===== src/rtl/reaction_pkg.sv =====
// ============================================================================
// Module  : reaction_pkg
// Brief   : Shared types and constants for the reaction timer.
// Rev     : 1.0  initial release
// ============================================================================
`default_nettype none

package reaction_pkg;

  // Controller states
  typedef enum logic [2:0] {
    IDLE   = 3'd0,
    ARMED  = 3'd1,
    TIMING = 3'd2,
    DONE   = 3'd3,
    FALSE  = 3'd4
  } reaction_state_t;

  // Number of decimal digits in the reaction count
  localparam int BCD_DIGITS = 4;

  // Default saturation value: all nines
  localparam logic [4*BCD_DIGITS-1:0] MAX_BCD_DEFAULT = 16'h9999;

endpackage

`default_nettype wire


===== src/rtl/bcd_counter.sv =====
// ============================================================================
// Module  : bcd_counter
// Brief   : Four-digit BCD incrementer with synchronous clear, count enable
//           and saturation at MAX_VAL (all nines by default).
// Rev     : 1.0  initial release
// ============================================================================
`default_nettype none

module bcd_counter
  import reaction_pkg::*;
#(
  parameter logic [4*BCD_DIGITS-1:0] MAX_VAL = MAX_BCD_DEFAULT
) (
  input  logic                      clk,
  input  logic                      rst,
  input  logic                      clr,
  input  logic                      en,
  output logic [4*BCD_DIGITS-1:0]   q,
  output logic                      sat
);

  logic [4*BCD_DIGITS-1:0] cnt_q;
  logic [4*BCD_DIGITS-1:0] cnt_d;
  logic [BCD_DIGITS-1:0]   inc;

  assign sat = (cnt_q == MAX_VAL);
  assign q   = cnt_q;

  // Ripple carry: a digit steps when every lower digit is about to wrap
  for (genvar i = 0; i < BCD_DIGITS; i++) begin : g_digit
    logic [3:0] digit;
    assign digit = cnt_q[4*i +: 4];
    if (i == 0) begin : g_lsd
      assign inc[i] = en & ~sat;
    end else begin : g_upper
      assign inc[i] = inc[i-1] & (cnt_q[4*(i-1) +: 4] == 4'd9);
    end
    assign cnt_d[4*i +: 4] = inc[i] ? ((digit == 4'd9) ? 4'd0 : digit + 4'd1) : digit;
  end

  // Count register: clear wins over increment
  always_ff @(posedge clk or negedge rst) begin
    if (!rst) begin
      cnt_q <= '0;
    end else if (clr) begin
      cnt_q <= '0;
    end else begin
      cnt_q <= cnt_d;
    end
  end

endmodule

`default_nettype wire


===== src/rtl/reaction_timer.sv =====
// ============================================================================
// Module  : reaction_timer
// Brief   : Measures player reaction time (ms, BCD) from lights-out to the
//           first button press; flags presses made while lights are lit.
//           Optional best-time register enabled by macro REACTION_BEST_EN.
// Rev     : 1.0  initial release
// ============================================================================
`default_nettype none

module reaction_timer
  import reaction_pkg::*;
#(
  parameter logic [4*BCD_DIGITS-1:0] MAX_BCD = MAX_BCD_DEFAULT
) (
  input  logic                     clk,
  input  logic                     rst,
  input  logic [7:0]               lights,
  input  logic                     tick,
  input  logic                     btn,
  output logic [4*BCD_DIGITS-1:0]  bcd,
  output logic                     valid,
  output logic                     false_start,
  output logic                     busy,
  output logic                     overflow
`ifdef REACTION_BEST_EN
  ,
  output logic [4*BCD_DIGITS-1:0]  best_bcd
`endif
);

  reaction_state_t state_q, state_d;
  logic            btn_q;
  logic            valid_q, valid_d;
  logic            false_start_q, false_start_d;
  logic            busy_q, busy_d;
  logic            overflow_q, overflow_d;
  logic            press;
  logic            clr;
  logic            cnt_en;
  logic            cnt_sat;
  logic            lights_on;

  assign press     = btn & ~btn_q;
  assign lights_on = (lights != 8'h00);
  assign cnt_en    = (state_q == TIMING) & tick;

  bcd_counter #(
    .MAX_VAL (MAX_BCD)
  ) u_bcd_counter (
    .clk (clk),
    .rst (rst),
    .clr (clr),
    .en  (cnt_en),
    .q   (bcd),
    .sat (cnt_sat)
  );

  // Next-state and registered-output decode
  always_comb begin
    state_d = state_q;
    clr     = 1'b0;
    case (state_q)
      IDLE: begin
        if (lights_on) begin
          state_d = ARMED;
          clr     = 1'b1;
        end
      end
      ARMED: begin
        // A press beats lights-out in the same cycle: that is a jump start
        if (press) begin
          state_d = FALSE;
        end else if (!lights_on) begin
          state_d = TIMING;
        end
      end
      TIMING: begin
        if (press) begin
          state_d = DONE;
        end
      end
      DONE, FALSE: begin
        if (lights_on) begin
          state_d = ARMED;
          clr     = 1'b1;
        end
      end
      default: begin
        state_d = IDLE;
      end
    endcase

    valid_d       = (state_q == TIMING) & press;
    false_start_d = (state_d == FALSE);
    busy_d        = (state_d == ARMED) | (state_d == TIMING);

    if (clr) begin
      overflow_d = 1'b0;
    end else if ((state_q == TIMING) && cnt_sat) begin
      overflow_d = 1'b1;
    end else begin
      overflow_d = overflow_q;
    end
  end

  // State, press-edge history and status flags
  always_ff @(posedge clk or negedge rst) begin
    if (!rst) begin
      state_q       <= IDLE;
      btn_q         <= 1'b0;
      valid_q       <= 1'b0;
      false_start_q <= 1'b0;
      busy_q        <= 1'b0;
      overflow_q    <= 1'b0;
    end else begin
      state_q       <= state_d;
      btn_q         <= btn;
      valid_q       <= valid_d;
      false_start_q <= false_start_d;
      busy_q        <= busy_d;
      overflow_q    <= overflow_d;
    end
  end

  assign valid       = valid_q;
  assign false_start = false_start_q;
  assign busy        = busy_q;
  assign overflow    = overflow_q;

`ifdef REACTION_BEST_EN
  logic [4*BCD_DIGITS-1:0] best_q;

  // Keep the smallest non-saturated capture; updates on the valid pulse edge
  always_ff @(posedge clk or negedge rst) begin
    if (!rst) begin
      best_q <= MAX_BCD;
    end else if (valid_q && !overflow_q && (bcd < best_q)) begin
      best_q <= bcd;
    end
  end

  assign best_bcd = best_q;
`endif

endmodule

`default_nettype wire


===== config.mk =====
export PLATFORM = sky130hd
export DESIGN_NAME = reaction_timer
export DESIGN_NICKNAME = d
export VERILOG_FILES = /design/src/rtl/reaction_pkg.sv /design/src/rtl/bcd_counter.sv /design/src/rtl/reaction_timer.sv
export SDC_FILE = /design/constraint.sdc
export NUM_CORES = 1
export LEC_CHECK = 0
export ABC_AREA = 1
export BUFFER_PORTS_ARGS = -buffer_cell sky130_fd_sc_hd__buf_4
export CORE_MARGIN = 4
export CORE_UTILIZATION = 45
export CTS_BUF_LIST = sky130_fd_sc_hd__clkbuf_8
export DETAILED_ROUTE_END_ITERATION = 16
export GPL_TIMING_DRIVEN = 0
export PLACE_DENSITY = 0.72
export SYNTH_ARGS = -nofsm -noshare
export SYNTH_HDL_FRONTEND = slang
export SYNTH_SLANG_ARGS = --single-unit

===== constraint.sdc =====
create_clock -name clk -period 1.8 [get_ports clk]
set_input_delay 0.09 -clock clk [delete_from_list [all_inputs] [get_ports clk]]
set_output_delay 0.09 -clock clk [all_outputs]
set_load 0.02 [all_outputs]

==> metrics.md <==
| Metric | Value |
|---|---|
| Status | finished, final reports clean |
| FF-to-FF End | u_bcd_counter.q[12] |
| Max Fanout on Critical Path | 6 |
| ANT cells | 0 |
| R2r worst-path depth | 8 |
| Vias in the first global route | roughly 1,200 |
| Crit Path Class | reg -> reg |
| Die ar. | 4090 um^2 |
| Clock Tree Buf Depth | 2 |
| Cts hold-fix bufs | 2 |
| Routability cong. | ~0.86 |
| CTS sink cnt | 24 |
| Initial antenna violation count | 0 |
| Synth area leader | dfrtp_1 |
| Post-synth top area share | 0.427 |
| First-pass GRT wire length | about 5.3 mm |
| Worst R2R Setup Slack | ~0.35 ns |
| Post-CTS Setup Bufs | 0 |
| Floorplan row count | 20 |
| Wire length per cell | roughly 11 um |
| Yosys cell types | 24 |
| Worst min-delay path class | in -> async |
| RSZ-0062 raised after global routing | no |
| Launch point of the worst reg-to-reg path | state_q[2] |
| Period utilization | 0.806 |
| Setup TNS | 0 ns |
| Clock latency on the worst-skew pair | about 0.28 ns |
| Fmax | approximately 690 MHz |
| Routed Wire Length | 3.07 mm |
| Synthesized flop and latch total | 24 |
| Slowest stage delay, CP | between 0.4 and 0.5 ns |
| Async set or reset register ratio after synthesis | 1.00 |
| Most common cell in the netlist | nand2_1 |
| Setup violations, final | 0 |
| Cell Chain, Critical Path | inv_1 > nand2_1 > o21bai_2 > nand2_4 > nand2_1 > nand2_1 > nand2_1 > nand2_1 |
| CTS root buf | clkbuf_8 |
| Synth top area cells | dfrtp_1 (43%), nand2_1 (14%), nor2_1 (8.8%) |
| CP endpoint kind | register |
| Sequential area share after synthesis | 0.427 |
| Dpl hpwl | between 2 and 2.5 mm |
| Port-buffer cells | 31 |
| Drt first pass iters | 4 |
| Cells after Synth | between 150 and 200 |
| Worst Setup Start Kind | register |
| CTS tree | built |
| Via count | about 1,400 |
| Synth Net Count | 209 |
| VDD IR-drop max | between 0.4 and 0.5 mV |
| Initial DRC count | 90 |
| Placement Setup Slack | 0.362 ns |
| CP max stage cell | dfrtp_1 |
| Relative slew slack | 0.794 |
| Clock skew | between 0.008 and 0.009 ns |
| Vias per cell | between 4 and 5 |
| PwrDens | between 1000 and 1500 nW/um^2 |
| Starting Density | 0.465 |
| CP top delay family | simple AND/OR/NAND/NOR gates |
| Area grow syn2layout | 26.9% |
| Mean post-synth cell area | 7.15 um^2 |
| Worst Path Required | between 1.5 and 2 ns |
| # DRC | 0 |
| H-tree depth | 1 |
| Pins Over Slew Limit | 0 |
| Leak pwr | just over 0.9 nW |
| CP dominant cell by count | nand2_1 |
| Cts bufs inserted | 3 |
| Buf/Inv on CP | 1 |
| Share of layout cells above drive strength 1 | 0.239 |
| Mapped cell area | 1410 um^2 |
| Fin nets | roughly 250 |
| GR Overflow Total | 0 |
| Synth cell count leaders | nand2_1 (52), nor2_1 (33), dfrtp_1 (24) |
| Post-route ant nets | 0 |
| Top_reg_cell synth | dfrtp_1 |
| Largest net degree at the start of global routing | 25 |
| Tightest Pin Transition | ~0.31 ns |
| Post-synth EDFFs | 0 |
| CTS clock-pin slew for the worst setup and hold paths | 0.09 ns |
| Die X-Extent | 63.9 um |
| Die H | 63.9 um |
| Max Cap Viol | 0 |
| Fin. Hold Viols | 0 |
| Worst setup margin | about 0.35 ns |
| Core box area | 3030 um^2 |
| GRT Total Usage | 0.163 |
| Resize count post-CTS | 0 |
| IO Pins | 32 |
| Critical Path AT | 1.62 ns |
| Final min period | about 1.5 ns |
| Power, Total | around 2.0 mW |
| Yosys warnings | 0 |
## where the power goes
part / internal (mW) / switching, mW / total (mW)
sequential: 0.641 / 0.153 / 0.795
combinational: 0.292 / 0.420 / 0.713
clock: 0.298 / 0.182 / 0.480
## metrics by stage
step | std cells | instance area [um^2] | util | hold WS [ns]
global placement | 272 | 1700 | 0.560 | 0.00783
CTS | 278 | 1790 | 0.590 | 0.253
detailed placement | 272 | 1700 | 0.560 | 0.0109
floorplan | 197 | 1410 | - | -0.206
global route | 278 | 1790 | 0.590 | 0.255
finish | 278 | 1790 | 0.590 | 0.243
## final cells by class
| cell class | instances | area (um^2) |
|---|---|---|
| multi-input combinational | 147 | 701 |
| timing repair buffer | 33 | 253 |
| buffer | 2 | 16.3 |
| sequential | 24 | 601 |
| fill | 284 | 1240 |
| clock inverter | 1 | 30.0 |
| clock buffer | 3 | 41.3 |
| tap | 44 | 55.1 |
| inverter | 24 | 90.1 |
## layer usage
metal | track usage | vias up | share of wire
li1 | - | 696 | -
met1 | 0.205 | 632 | 0.46
met2 | 0.275 | 29 | 0.48
met3 | 0.0316 | 5 | 0.042
met4 | 0.0593 | 0 | 0.015
met5 | 0 | - | 0
## cells by family after synthesis
kind of cell | Yosys count | synth area share
buf+inv | 26 | 0.0756
simple gates | 124 | 0.399
compound gates | 21 | 0.0862
flops | 24 | 0.427
xor+xnor | 2 | 0.0124
## worst reg2reg max path: cells and delay by family, from the launching register on
family | cells | cell delay, ns
buffers and inverters | 1 | 0.12
AOI/OAI and AO/OA | 1 | 0.16
and+or+nand+nor | 6 | 0.62
DFF | 1 | 0.44
## layout by cell type, fill, tap and decap left out
master         count
dfrtp_1           24
o21bai_2           1
nand3_2            1
nor2_2             2
nand3_1           22
o21ai_1            3
nor2_1            33
nor3_1             3
o31ai_1            2
nand3b_1           1
dlygate4sd3_1      2
nand2_2            3
bufinv_16          1
a21oi_1            7
nand4_1            2
buf_4             31
o21a_1             1
o21bai_1           1
nand2_4            1
inv_1             17
xor2_1             2
buf_2              1
nand2_1           52
o21ai_0            6
inv_2              7
buf_6              1
clkbuf_8           3
nor2_4             4
## sequential cells by signal, summed over array words and instances, names as in the netlist
name	count
overflow	1
busy	1
state_q	3
u_bcd_counter.q	16
btn_q	1
valid	1
false_start	1
## worst max-delay path by stage
stage                              startpoint             endpoint  slack, ns  depth (start not counted)
after floorplan            u_bcd_counter.q[3]   u_bcd_counter.q[8]       0.40                         10
after global placement     u_bcd_counter.q[2]   u_bcd_counter.q[2]       0.39                          8
after detailed placement           state_q[2]  u_bcd_counter.q[12]       0.36                          8
after CTS                          state_q[2]  u_bcd_counter.q[12]       0.35                          8
after global routing      u_bcd_counter.q[12]   u_bcd_counter.q[6]       0.16                          9
final                              state_q[2]  u_bcd_counter.q[12]       0.35                          8
Note: power is estimated with default switching activity, not from simulation.
